[config.mk]
export PLATFORM = sky130hd
export DESIGN_NAME = param_mux_sel_flat
export DESIGN_NICKNAME = d
export VERILOG_FILES = /design/src/rtl/mux_sel_pkg.sv /design/src/rtl/param_mux_sel_if.sv /design/src/rtl/mux_sel_next_chan.sv /design/src/rtl/param_mux_sel.sv /design/src/flat_wrapper.sv
export SDC_FILE = /design/constraint.sdc
export NUM_CORES = 1
export LEC_CHECK = 0
export ABC_AREA = 1
export ABC_CLOCK_PERIOD_IN_PS = 4500
export BUFFER_PORTS_ARGS = -buffer_cell sky130_fd_sc_hd__buf_4
export CORE_AREA = 2 2 71 80
export DETAILED_ROUTE_END_ITERATION = 7
export DIE_AREA = 0 0 73 82
export HOLD_SLACK_MARGIN = 0.02
export PLACE_DENSITY = 0.61
export REMOVE_ABC_BUFFERS = 1
export SYNTH_ARGS = -nofsm -noshare
export SYNTH_HDL_FRONTEND = slang
export SYNTH_HIERARCHICAL = 1
export SYNTH_SLANG_ARGS = --single-unit
[constraint.sdc]
create_clock -name clk -period 4.5 [get_ports clk]
set_input_delay 0.225 -clock clk [delete_from_list [all_inputs] [get_ports clk]]
set_output_delay 0.225 -clock clk [all_outputs]
set_load 0.05 [all_outputs]
[src/rtl/mux_sel_pkg.sv]
// Shared mode encoding, parameter limits and slice helper for param_mux_sel.
package mux_sel_pkg;

    typedef enum logic {
        MODE_DIRECT = 1'b0,
        MODE_SCAN   = 1'b1
    } mode_e;

    localparam int NUM_INPUTS_MIN = 2;
    localparam int NUM_INPUTS_MAX = 256;

    // Low bit of channel idx inside the flattened input bus.
    function automatic int slice_lo(int idx, int width);
        return idx * width;
    endfunction

endpackage

[src/rtl/param_mux_sel_if.sv]
// Request/response bus of param_mux_sel; chan_mask exists only when
// MUX_SEL_CHANNEL_MASK_EN is defined.
interface param_mux_sel_if #(
    parameter int NUM_INPUTS = 32,
    parameter int DATA_W     = 2
);
    import mux_sel_pkg::*;

    localparam int SEL_W = $clog2(NUM_INPUTS);

    logic [NUM_INPUTS*DATA_W-1:0] inp;
    logic [SEL_W-1:0]             sel;
    mode_e                        mode;
    logic                         scan_clr;
    logic                         in_valid;
    logic                         in_ready;
    logic [DATA_W-1:0]            out;
    logic [SEL_W-1:0]             out_sel;
    logic                         out_last;
    logic                         sel_err;
    logic                         out_valid;
    logic                         out_ready;
`ifdef MUX_SEL_CHANNEL_MASK_EN
    logic [NUM_INPUTS-1:0]        chan_mask;
`endif

    modport master (
        output inp, sel, mode, scan_clr, in_valid, out_ready,
`ifdef MUX_SEL_CHANNEL_MASK_EN
        output chan_mask,
`endif
        input  in_ready, out, out_sel, out_last, sel_err, out_valid
    );

    modport slave (
        input  inp, sel, mode, scan_clr, in_valid, out_ready,
`ifdef MUX_SEL_CHANNEL_MASK_EN
        input  chan_mask,
`endif
        output in_ready, out, out_sel, out_last, sel_err, out_valid
    );

endinterface

[src/rtl/mux_sel_next_chan.sv]
// Circular next-enabled-channel finder; with MUX_SEL_CHANNEL_MASK_EN undefined
// it is a plain increment-with-wrap.
module mux_sel_next_chan #(
    parameter int NUM_INPUTS = 32,
    parameter int SEL_W      = $clog2(NUM_INPUTS)
) (
    input  logic [SEL_W-1:0]      ptr_i,
`ifdef MUX_SEL_CHANNEL_MASK_EN
    input  logic [NUM_INPUTS-1:0] mask_i,
`endif
    output logic [SEL_W-1:0]      cur_o,
    output logic [SEL_W-1:0]      next_o,
    output logic                  wrap_o,
    output logic                  none_o
);

`ifdef MUX_SEL_CHANNEL_MASK_EN
    int               idx;
    int               hi;
    logic [SEL_W-1:0] idx_s;

    // NOTE: every variable gets a default before the loops so no latch is inferred.
    always_comb begin
        cur_o  = ptr_i;
        none_o = 1'b1;
        hi     = 0;
        idx    = 0;
        idx_s  = '0;
        // Walk downwards so the closest enabled channel at or after ptr wins.
        for (int i = NUM_INPUTS - 1; i >= 0; i--) begin
            idx = int'(ptr_i) + i;
            if (idx >= NUM_INPUTS) idx = idx - NUM_INPUTS;
            idx_s = idx[SEL_W-1:0];
            if (!mask_i[idx_s]) begin
                cur_o  = idx_s;
                none_o = 1'b0;
            end
        end
        for (int i = 0; i < NUM_INPUTS; i++) begin
            if (!mask_i[i]) hi = i;
        end
    end

    assign wrap_o = !none_o && (int'(cur_o) == hi);
`else
    assign cur_o  = ptr_i;
    assign none_o = 1'b0;
    assign wrap_o = (ptr_i == SEL_W'(NUM_INPUTS - 1));
`endif

    assign next_o = (int'(cur_o) == NUM_INPUTS - 1) ? '0 : cur_o + 1'b1;

endmodule

[src/rtl/param_mux_sel.sv]
// Registered N-to-1 channel selector with direct/scan modes and a one-entry
// valid/ready output stage. Optional channel masking: MUX_SEL_CHANNEL_MASK_EN.
module param_mux_sel
    import mux_sel_pkg::*;
#(
    parameter int NUM_INPUTS = 32,
    parameter int DATA_W     = 2
) (
    input  logic          clk,
    input  logic          reset,
    param_mux_sel_if.slave bus
);

    localparam int SEL_W = $clog2(NUM_INPUTS);

    if (NUM_INPUTS < NUM_INPUTS_MIN || NUM_INPUTS > NUM_INPUTS_MAX) begin : g_bad_num_inputs
        $error("param_mux_sel: NUM_INPUTS out of range");
    end

    logic [DATA_W-1:0] out_q, out_d;
    logic [SEL_W-1:0]  out_sel_q, out_sel_d;
    logic              out_last_q, out_last_d;
    logic              sel_err_q, sel_err_d;
    logic              out_valid_q, out_valid_d;
    logic [SEL_W-1:0]  ptr_q, ptr_d;

    logic [SEL_W-1:0]  ptr_eff, cur, nxt;
    logic              wrap, none, sel_ok, accept;

    // A same-cycle scan_clr makes the scan start from channel 0.
    assign ptr_eff = bus.scan_clr ? '0 : ptr_q;

    mux_sel_next_chan #(
        .NUM_INPUTS (NUM_INPUTS),
        .SEL_W      (SEL_W)
    ) u_next_chan (
        .ptr_i  (ptr_eff),
`ifdef MUX_SEL_CHANNEL_MASK_EN
        .mask_i (bus.chan_mask),
`endif
        .cur_o  (cur),
        .next_o (nxt),
        .wrap_o (wrap),
        .none_o (none)
    );

`ifdef MUX_SEL_CHANNEL_MASK_EN
    assign sel_ok = (int'(bus.sel) < NUM_INPUTS) && !bus.chan_mask[bus.sel];
`else
    assign sel_ok = (int'(bus.sel) < NUM_INPUTS);
`endif

    assign bus.in_ready = (!out_valid_q || bus.out_ready) && !(bus.mode == MODE_SCAN && none);
    assign accept       = bus.in_valid && bus.in_ready;

    always_comb begin
        out_d       = out_q;
        out_sel_d   = out_sel_q;
        out_last_d  = out_last_q;
        sel_err_d   = sel_err_q;
        out_valid_d = out_valid_q && !bus.out_ready;
        ptr_d       = ptr_eff;
        if (accept) begin
            out_valid_d = 1'b1;
            if (bus.mode == MODE_SCAN) begin
                out_d      = bus.inp[slice_lo(int'(cur), DATA_W) +: DATA_W];
                out_sel_d  = cur;
                out_last_d = wrap;
                sel_err_d  = 1'b0;
                ptr_d      = nxt;
            end else begin
                out_sel_d  = bus.sel;
                out_last_d = 1'b0;
                sel_err_d  = !sel_ok;
                out_d      = sel_ok ? bus.inp[slice_lo(int'(bus.sel), DATA_W) +: DATA_W] : '0;
            end
        end
    end

    // NOTE: state registers use non-blocking assignments so every flop samples pre-edge values.
    always_ff @(posedge clk) begin
        if (reset) begin
            out_q       <= '0;
            out_sel_q   <= '0;
            out_last_q  <= 1'b0;
            sel_err_q   <= 1'b0;
            out_valid_q <= 1'b0;
            ptr_q       <= '0;
        end else begin
            out_q       <= out_d;
            out_sel_q   <= out_sel_d;
            out_last_q  <= out_last_d;
            sel_err_q   <= sel_err_d;
            out_valid_q <= out_valid_d;
            ptr_q       <= ptr_d;
        end
    end

    assign bus.out       = out_q;
    assign bus.out_sel   = out_sel_q;
    assign bus.out_last  = out_last_q;
    assign bus.sel_err   = sel_err_q;
    assign bus.out_valid = out_valid_q;

endmodule

[src/flat_wrapper.sv]
// flat-port wrapper written by rule: the top's interface ports become plain ports
module param_mux_sel_flat import mux_sel_pkg::*;
#(
    parameter int NUM_INPUTS = 32,
    parameter int DATA_W     = 2
)
  (clk, reset, bus_inp, bus_sel, bus_mode, bus_scan_clr, bus_in_valid, bus_out_ready, bus_in_ready, bus_out, bus_out_sel, bus_out_last, bus_sel_err, bus_out_valid);
  param_mux_sel_if #(.NUM_INPUTS(NUM_INPUTS), .DATA_W(DATA_W)) bus_i ();
  input  logic clk;
  input  logic reset;
  input wire logic [$bits(bus_i.inp)-1:0] bus_inp;
  input wire logic [$bits(bus_i.sel)-1:0] bus_sel;
  input wire logic [$bits(bus_i.mode)-1:0] bus_mode;
  input wire logic [$bits(bus_i.scan_clr)-1:0] bus_scan_clr;
  input wire logic [$bits(bus_i.in_valid)-1:0] bus_in_valid;
  input wire logic [$bits(bus_i.out_ready)-1:0] bus_out_ready;
  output wire logic [$bits(bus_i.in_ready)-1:0] bus_in_ready;
  output wire logic [$bits(bus_i.out)-1:0] bus_out;
  output wire logic [$bits(bus_i.out_sel)-1:0] bus_out_sel;
  output wire logic [$bits(bus_i.out_last)-1:0] bus_out_last;
  output wire logic [$bits(bus_i.sel_err)-1:0] bus_sel_err;
  output wire logic [$bits(bus_i.out_valid)-1:0] bus_out_valid;
  assign bus_i.inp = bus_inp;
  assign bus_i.sel = bus_sel;
  assign bus_i.mode = bus_mode;
  assign bus_i.scan_clr = bus_scan_clr;
  assign bus_i.in_valid = bus_in_valid;
  assign bus_i.out_ready = bus_out_ready;
  assign bus_in_ready = bus_i.in_ready;
  assign bus_out = bus_i.out;
  assign bus_out_sel = bus_i.out_sel;
  assign bus_out_last = bus_i.out_last;
  assign bus_sel_err = bus_i.sel_err;
  assign bus_out_valid = bus_i.out_valid;
  param_mux_sel #(.NUM_INPUTS(NUM_INPUTS), .DATA_W(DATA_W)) u_core (.clk(clk), .reset(reset), .bus(bus_i));
endmodule
==> results.md, run 1 <==
* CTS Buffer Depth at 2
* Switching power at 0.0001587 W
* Pleak at 1.424 nW
* RR Startpoint: u_core/ptr_q[0]
* Clock network power share at 0.269
* Initial core utilization at 0.3346
* Post_cts resized at 0
* Sink Count at 14
* First-pass GRT wire length at 7.790 mm
* Antenna violations before repair at 0
* Slew headroom at 0.5295
* Core area at 5220 um^2
* Worst Setup Path Type: reg2reg
* Largest net degree at the start of global routing at 32
* Worst hold-check path type: in2reg
* Flop pwr share at 0.297
* Register area at 280.3 um^2
* Setup TNS at 0 ns
* Routability cong. at 0.7750
* Post-CTS setup buffer count at 0
* Final instance area at 2360 um^2
* Synth top area share at 0.2063
* Internal at 0.0002975 W
* Seq cells post-synth at 14
* Cts hold-fix bufs at 0
* Launch point of the critical path: u_core/ptr_q[0]
* Number of fill cells in the layout at 613
* Initial DRC count at 67
* Total Power at 0.0004562 W
* Cell area after synthesis at 1747 um^2
* Max frequency at 0.5222 GHz
* Mapped Cells at 310
* Post-DP HPWL at 3.868 mm
* Least-Margin Pin Slew at 0.7057 ns
* Final global-route overflow total at 0
* Vias in the first global route at 1881
* CP endpoint: u_core/bus.out[1]
* Req. time, crit path at 4.64 ns
* Dpl ws at 2.481 ns
* R2R cell count at 13
* FF-to-FF End: u_core/bus.out[1]
* Crit share post-route at 0.4256
* Drt via density at 4.578
* ANT cells at 0
* Switching Share at 0.3478
* Final Hold Fails at 0
* Buffers on Ports at 84
* ANT nets after route at 0
* Status: completed
* Clock transition at the registers of the reported paths at 0.06 ns
* Most frequent cells in the layout: buf_4 (84), inv_1 (73), nand3_1 (72)
* Max-slew violations at 0
* Comb pwr share at 0.434
* Worst vdd ir at 0.0001894 V
* Maxcap violations at 0
* Crit path arrival time at 2.06 ns
* Post-DP Area at 2305 um^2
* CTS tree: done
* Chip width at 73 um
* Total track usage at 0.1584
* Cell Rows at 28
* R2R setup slack at 2.58 ns
* Height of the die at 82 um
* Htree depth at 1
* Pwr/cell area at 193.3 nW/um^2
* WL per Instance at 10.91 um
* Most common cell after layout, fill and taps aside: buf_4
* Share of cells above drive strength 1 at 0.2756
* Worst setup margin at 2.585 ns
* Routed WL at 4.811 mm
* Die area at 5986 um^2
* Syn. warnings at 6
* TritonCTS Buffers at 3
* Skew-Pair Late Insertion Delay at 0.24 ns
* Nets at 460
* Worst Skew at 0.006167 ns
* Min Clock Period, post-route at 1.915 ns
* Synth area leader: nand3_1
* # DRC at 0
* I/O pin total at 86
* Post-synthesis sequential area ratio at 0.1605
* Setup Viol. Count Final at 0
* Cell variety after synth at 25
* Vias at 2019
* DR pass1 iterations at 4
* Crit start category: register
* Area of the multi-input gates at 1030 um^2
* Area Overhead vs Synth at 35.10%
* Crit-path max FO at 31
* Area contributors post-synth: nand3_1 (21%), dfxtp_1 (16%), inv_1 (16%)
* RSZ-0062 raised after global routing: no
* Post-layout util at 0.4521
* Avg Cell Area, Syn at 5.634 um^2
* Clock root buffer: clkbuf_8
* Critical Path Sink Type: register
## state kept, by name (all words and copies together), names as in the netlist
name	cells
u_core/bus.out	2
u_core/bus.out_last	1
u_core/bus.out_sel	5
u_core/bus.out_valid	1
u_core/ptr_q	5
## worst min-delay path by stage
stage	to	slack, ns	start	cells past startpoint
2_1_floorplan	u_core/bus.out_last	0.29	reset	1
3_3_place_gp	u_core/bus.out_valid	0.43	reset	2
3_5_place_dp	u_core/bus.out_last	0.44	reset	2
4_1_cts	u_core/bus.out_last	0.18	reset	2
5_1_grt	u_core/bus.out_sel[0]	0.18	reset	2
6_report	u_core/bus.out_sel[3]	0.19	reset	2
## worst max-delay path: stages, from the launching register on
cell and delay, ns:
dfxtp_1 0.31, inv_1 0.04, nor2_1 0.31, nand2_4 0.21, nand2_4 0.29, nand2_1 0.12, nand3_1 0.09, nand3_1 0.08
nand3_1 0.09, nand2_1 0.06, nand2_1 0.05, nand3_1 0.06, nand2_1 0.05, inv_1 0.04
## layer usage
layer / share of wire / track usage
met4: 0.0091 / 0.04444
met3: 0.069 / 0.01718
met2: 0.48 / 0.2847
met5: 0 / 0
met1: 0.45 / 0.1975
## per-stage QoR
stage,hold WS [ns],cells
floorplan,0.2941,293
global placement,0.4322,437
detailed placement,0.4369,437
CTS,0.1829,441
global route,0.1825,441
finish,0.1875,441
## cell usage after synthesis (all sizes together)
library cell  instances
a22oi                 1
or2                   3
nor2                 12
clkinv                1
nand3                72
o211a                 5
a21oi                 7
nand2                77
o21ai                14
inv                  76
buf                  16
clkbuf                1
nand3b                6
dfxtp                14
ha                    3
conb                  2
## logic make-up after synthesis
kind of cell	synth area share
buffers and inverters	0.2500
other	0.004300
and+or+nand+nor	0.4570
AOI/OAI and AO/OA	0.1067
DFF	0.1605
adders and majority gates	0.02149
## cell type report
cell class                 instances  area share
multi-input combinational        202      0.4364
inverter                          77      0.1225
timing repair buffer              84      0.2672
tap                               60     0.03181
clock buffer                       4     0.02333
sequential                        14      0.1188
## power by group through the flow
stage                     clock network, W  registers (W)  logic [W]
after CTS                         0.000126       0.000136   0.000201
after global placement                   0       0.000138   0.000200
after floorplan                          0       0.000156  0.0000975
final                             0.000123       0.000136   0.000198
after global routing              0.000129       0.000137   0.000223
after detailed placement                 0       0.000138   0.000200
Note: power is estimated with default switching activity, not from simulation.
==> inputs of run 2 (changes only) <==
--- a/config.mk
+++ b/config.mk
@@ -6,13 +6,13 @@
 export NUM_CORES = 1
 export LEC_CHECK = 0
 export ABC_AREA = 1
-export ABC_CLOCK_PERIOD_IN_PS = 4500
+export ABC_CLOCK_PERIOD_IN_PS = 1600
 export BUFFER_PORTS_ARGS = -buffer_cell sky130_fd_sc_hd__buf_4
 export CORE_AREA = 2 2 71 80
 export DETAILED_ROUTE_END_ITERATION = 7
 export DIE_AREA = 0 0 73 82
 export HOLD_SLACK_MARGIN = 0.02
-export PLACE_DENSITY = 0.61
+export PLACE_DENSITY = 0.63
 export REMOVE_ABC_BUFFERS = 1
 export SYNTH_ARGS = -nofsm -noshare
 export SYNTH_HDL_FRONTEND = slang
==> constraint.sdc (replaced) <==
create_clock -name clk -period 1.6 [get_ports clk]
set_input_delay 0.08 -clock clk [delete_from_list [all_inputs] [get_ports clk]]
set_output_delay 0.08 -clock clk [all_outputs]
set_load 0.05 [all_outputs]
==> results.md, run 2 (synthesis results as in run 1) <==
* Status: complete, but fails checks
* Failing checks: setup timing
* Hold path start: bus_out_ready
* Min Clock Period, post-route at 1.612 ns (-0.3033 ns)
* Placed Cells at 451 (+3.2%)
* Clock transition at the registers of the reported paths at 0.06 ns (about the same)
* Die area at 5986 um^2 (unchanged)
* Critical-path top delay cell: dfxtp_2
* ANT nets after route at 0 (unchanged)
* I/O pin total at 86 (unchanged)
* Routability cong. at 0.7955 (+2.6%)
* Slew headroom at 0.6593 (+0.1299)
* Critical Path Sink Type: register
* Final global-route overflow total at 0 (unchanged)
* Cell mode on critical path: ha_1
* Max-slew violations at 0 (unchanged)
* Post-layout util at 0.5369 (+0.08485)
* Worst setup margin at -0.01174 ns (-2.597 ns)
* Req. time, crit path at 1.75 ns (-2.89 ns)
* Metal2 WL at 2.902 mm (+27%)
* First-pass GRT wire length at 8.286 mm (+6.4%)
* R2R setup slack at -0.01 ns (-2.60 ns)
* Post-DP HPWL at 4.063 mm (+5.0%)
* Buffers on Ports at 84 (unchanged)
* Htree depth at 1 (unchanged)
* # DRC at 0 (unchanged)
* Largest net degree at the start of global routing at 21 (-34%)
* Sink Count at 14 (unchanged)
* TritonCTS Buffers at 3 (unchanged)
* WHS Endpoint: u_core/bus.out_valid
* Initial core utilization at 0.3346 (unchanged)
* Slowest stage delay, CP at 0.32 ns (about the same)
* Pleak at 1.605 nW (+13%)
* Chip width at 73 um (unchanged)
* Share of cells above drive strength 1 at 0.4020 (+0.1264)
* Final non-filler cell total at 463 (+5.0%)
* Vias at 2209 (+9.4%)
* Switching Share at 0.3615 (+0.01366)
* FF-to-FF End: u_core/ptr_q[2]
* ANT cells at 0 (unchanged)
* CTS tree: done
* Met3 Routed Length at 378 um (+14%)
* Nets at 482 (+4.8%)
* Routed met1 length at 2.319 mm (+8.2%)
* RR Startpoint: u_core/ptr_q[0]
* Cell Rows at 28 (unchanged)
* Number of fill cells in the layout at 544 (-11%)
* Least-Margin Pin Slew at 0.5091 ns (-0.1967 ns)
* Vias in the first global route at 1933 (+2.8%)
* Critical-path cell list: inv_2 -> nor2_4 -> buf_6 -> ha_1 -> nand2_1 -> nor2_2 -> ha_1 -> inv_1 -> o21ai_0 -> a21oi_1 -> o211a_1
* Internal at 0.0009212 W (+210%)
* Antenna violations before repair at 0 (unchanged)
* Crit start category: register
* Pwr/cell area at 514.7 nW/um^2 (+170%)
* Core area at 5220 um^2 (unchanged)
* Maxcap violations at 0 (unchanged)
* Max frequency at 0.6204 GHz (+19%)
* Drt via density at 4.771 (+4.2%)
* Skew-Pair Late Insertion Delay at 0.26 ns (+0.02 ns)
* Top sig layer: met4
* Crit share post-route at 1.007 (+0.5818)
* Setup Viol. Count Final at 1 (+1)
* Crit-path max FO at 3 (-90%)
* Crit path arrival time at 1.76 ns (-0.30 ns)
* RSZ-0062 raised after global routing: yes
* Hold Crit Depth at 4 (+2)
* Final Hold Fails at 0 (unchanged)
* R2R cell count at 11 (-2)
* Initial DRC count at 137 (+100%)
* Area Overhead vs Synth at 60.46%
* Switching power at 0.0005215 W (+230%)
* WL per Instance at 12.27 um (+12%)
* CTS Buffer Depth at 2 (unchanged)
* Worst Setup Path Type: reg2reg
* Most frequent cells in the layout: buf_4 (95), inv_1 (71), nand3_1 (57)
* Height of the die at 82 um (unchanged)
* Worst hold-check path type: in2reg
* Worst Skew at 0.005566 ns (-0.0006004 ns)
* Clock network power share at 0.248 (-0.021)
* Most common cell after layout, fill and taps aside: buf_4
* Comb pwr share at 0.486 (+0.052)
* Flop pwr share at 0.265 (-0.032)
* Routed WL at 5.680 mm (+18%)
* Clock root buffer: clkbuf_8
* DR pass1 iterations at 4 (unchanged)
* Setup TNS at -0.01174 ns (-0.01174 ns)
* Total track usage at 0.1735 (+0.01511)
* Worst vdd ir at 0.0005205 V (+170%)
[run 2: power groups by stage]
stage / clock [W] / combinational, W / sequential (W)
3_5_place_dp: 0 / 0.000602 / 0.000390
3_3_place_gp: 0 / 0.000597 / 0.000390
2_1_floorplan: 0 / 0.000274 / 0.000439
4_1_cts: 0.000374 / 0.000612 / 0.000382
6_report: 0.000358 / 0.000702 / 0.000383
5_1_grt: 0.000383 / 0.000770 / 0.000385
[run 2: cell type report]
class                   count  area, um^2  share of cell area
multi-input cells         203        1210              0.4317
repair buffers            105       892.1              0.3183
inverters                  77       289.0              0.1031
flip-flops and latches     14       281.5              0.1004
well taps                  60       75.07             0.02679
clock buffers               4       55.05             0.01964
[run 2: layer usage]
metal | vias up | global-route usage
li1 | 1141 | -
met1 | 990 | 0.2089
met2 | 71 | 0.3207
met3 | 7 | 0.01840
met4 | 0 | 0.05000
met5 | - | 0
[run 2: worst max-delay path: cells and delay by family, from the launching register on]
family | cells | cell delay (ns)
AOI/OAI and AO/OA | 3 | 0.35
adders and majority gates | 2 | 0.33
buffers and inverters | 3 | 0.22
DFF | 1 | 0.32
and+or+nand+nor | 3 | 0.29
[run 2: stage by stage]
step / total power [W] / hold slack, ns / setup WS, ns / cell area [um^2]
after global placement: 0.0009870 / 0.2833 / -0.07065 / 2435
after floorplan: 0.0007133 / 0.1491 / -0.2842 / 1599
final: 0.001443 / 0.1078 / -0.01174 / 2803
after detailed placement: 0.0009920 / 0.2864 / -0.1184 / 2435
after CTS: 0.001368 / 0.08962 / 0.002589 / 2520
after global routing: 0.001538 / 0.1334 / -0.1392 / 2803
[run 2: what timing repair did]
| item | CTS | global route |
|---|---|---|
| gates resized for setup | 5 | 40 |
| endpoints found under the hold margin | 4 | 0 |
| endpoints found under the setup margin | 6 | 5 |
| pin swaps | 0 | 25 |
| setup buffers | 0 | 2 |
| hold buffers | 1 | 0 |
| gates cloned | 0 | 5 |
[run 2: how the worst max path moves through the flow]
stage | from | to | slack (ns) | cells past startpoint
4_1_cts | u_core/ptr_q[0] | u_core/ptr_q[2] | 0.003 | 11
3_5_place_dp | u_core/ptr_q[1] | u_core/bus.out[1] | -0.12 | 11
2_1_floorplan | u_core/bus.out_valid | u_core/ptr_q[0] | -0.28 | 5
5_1_grt | u_core/ptr_q[0] | u_core/bus.out[0] | -0.14 | 15
6_report | u_core/ptr_q[0] | u_core/ptr_q[2] | -0.01 | 11
3_3_place_gp | u_core/ptr_q[1] | u_core/bus.out[1] | -0.07 | 11
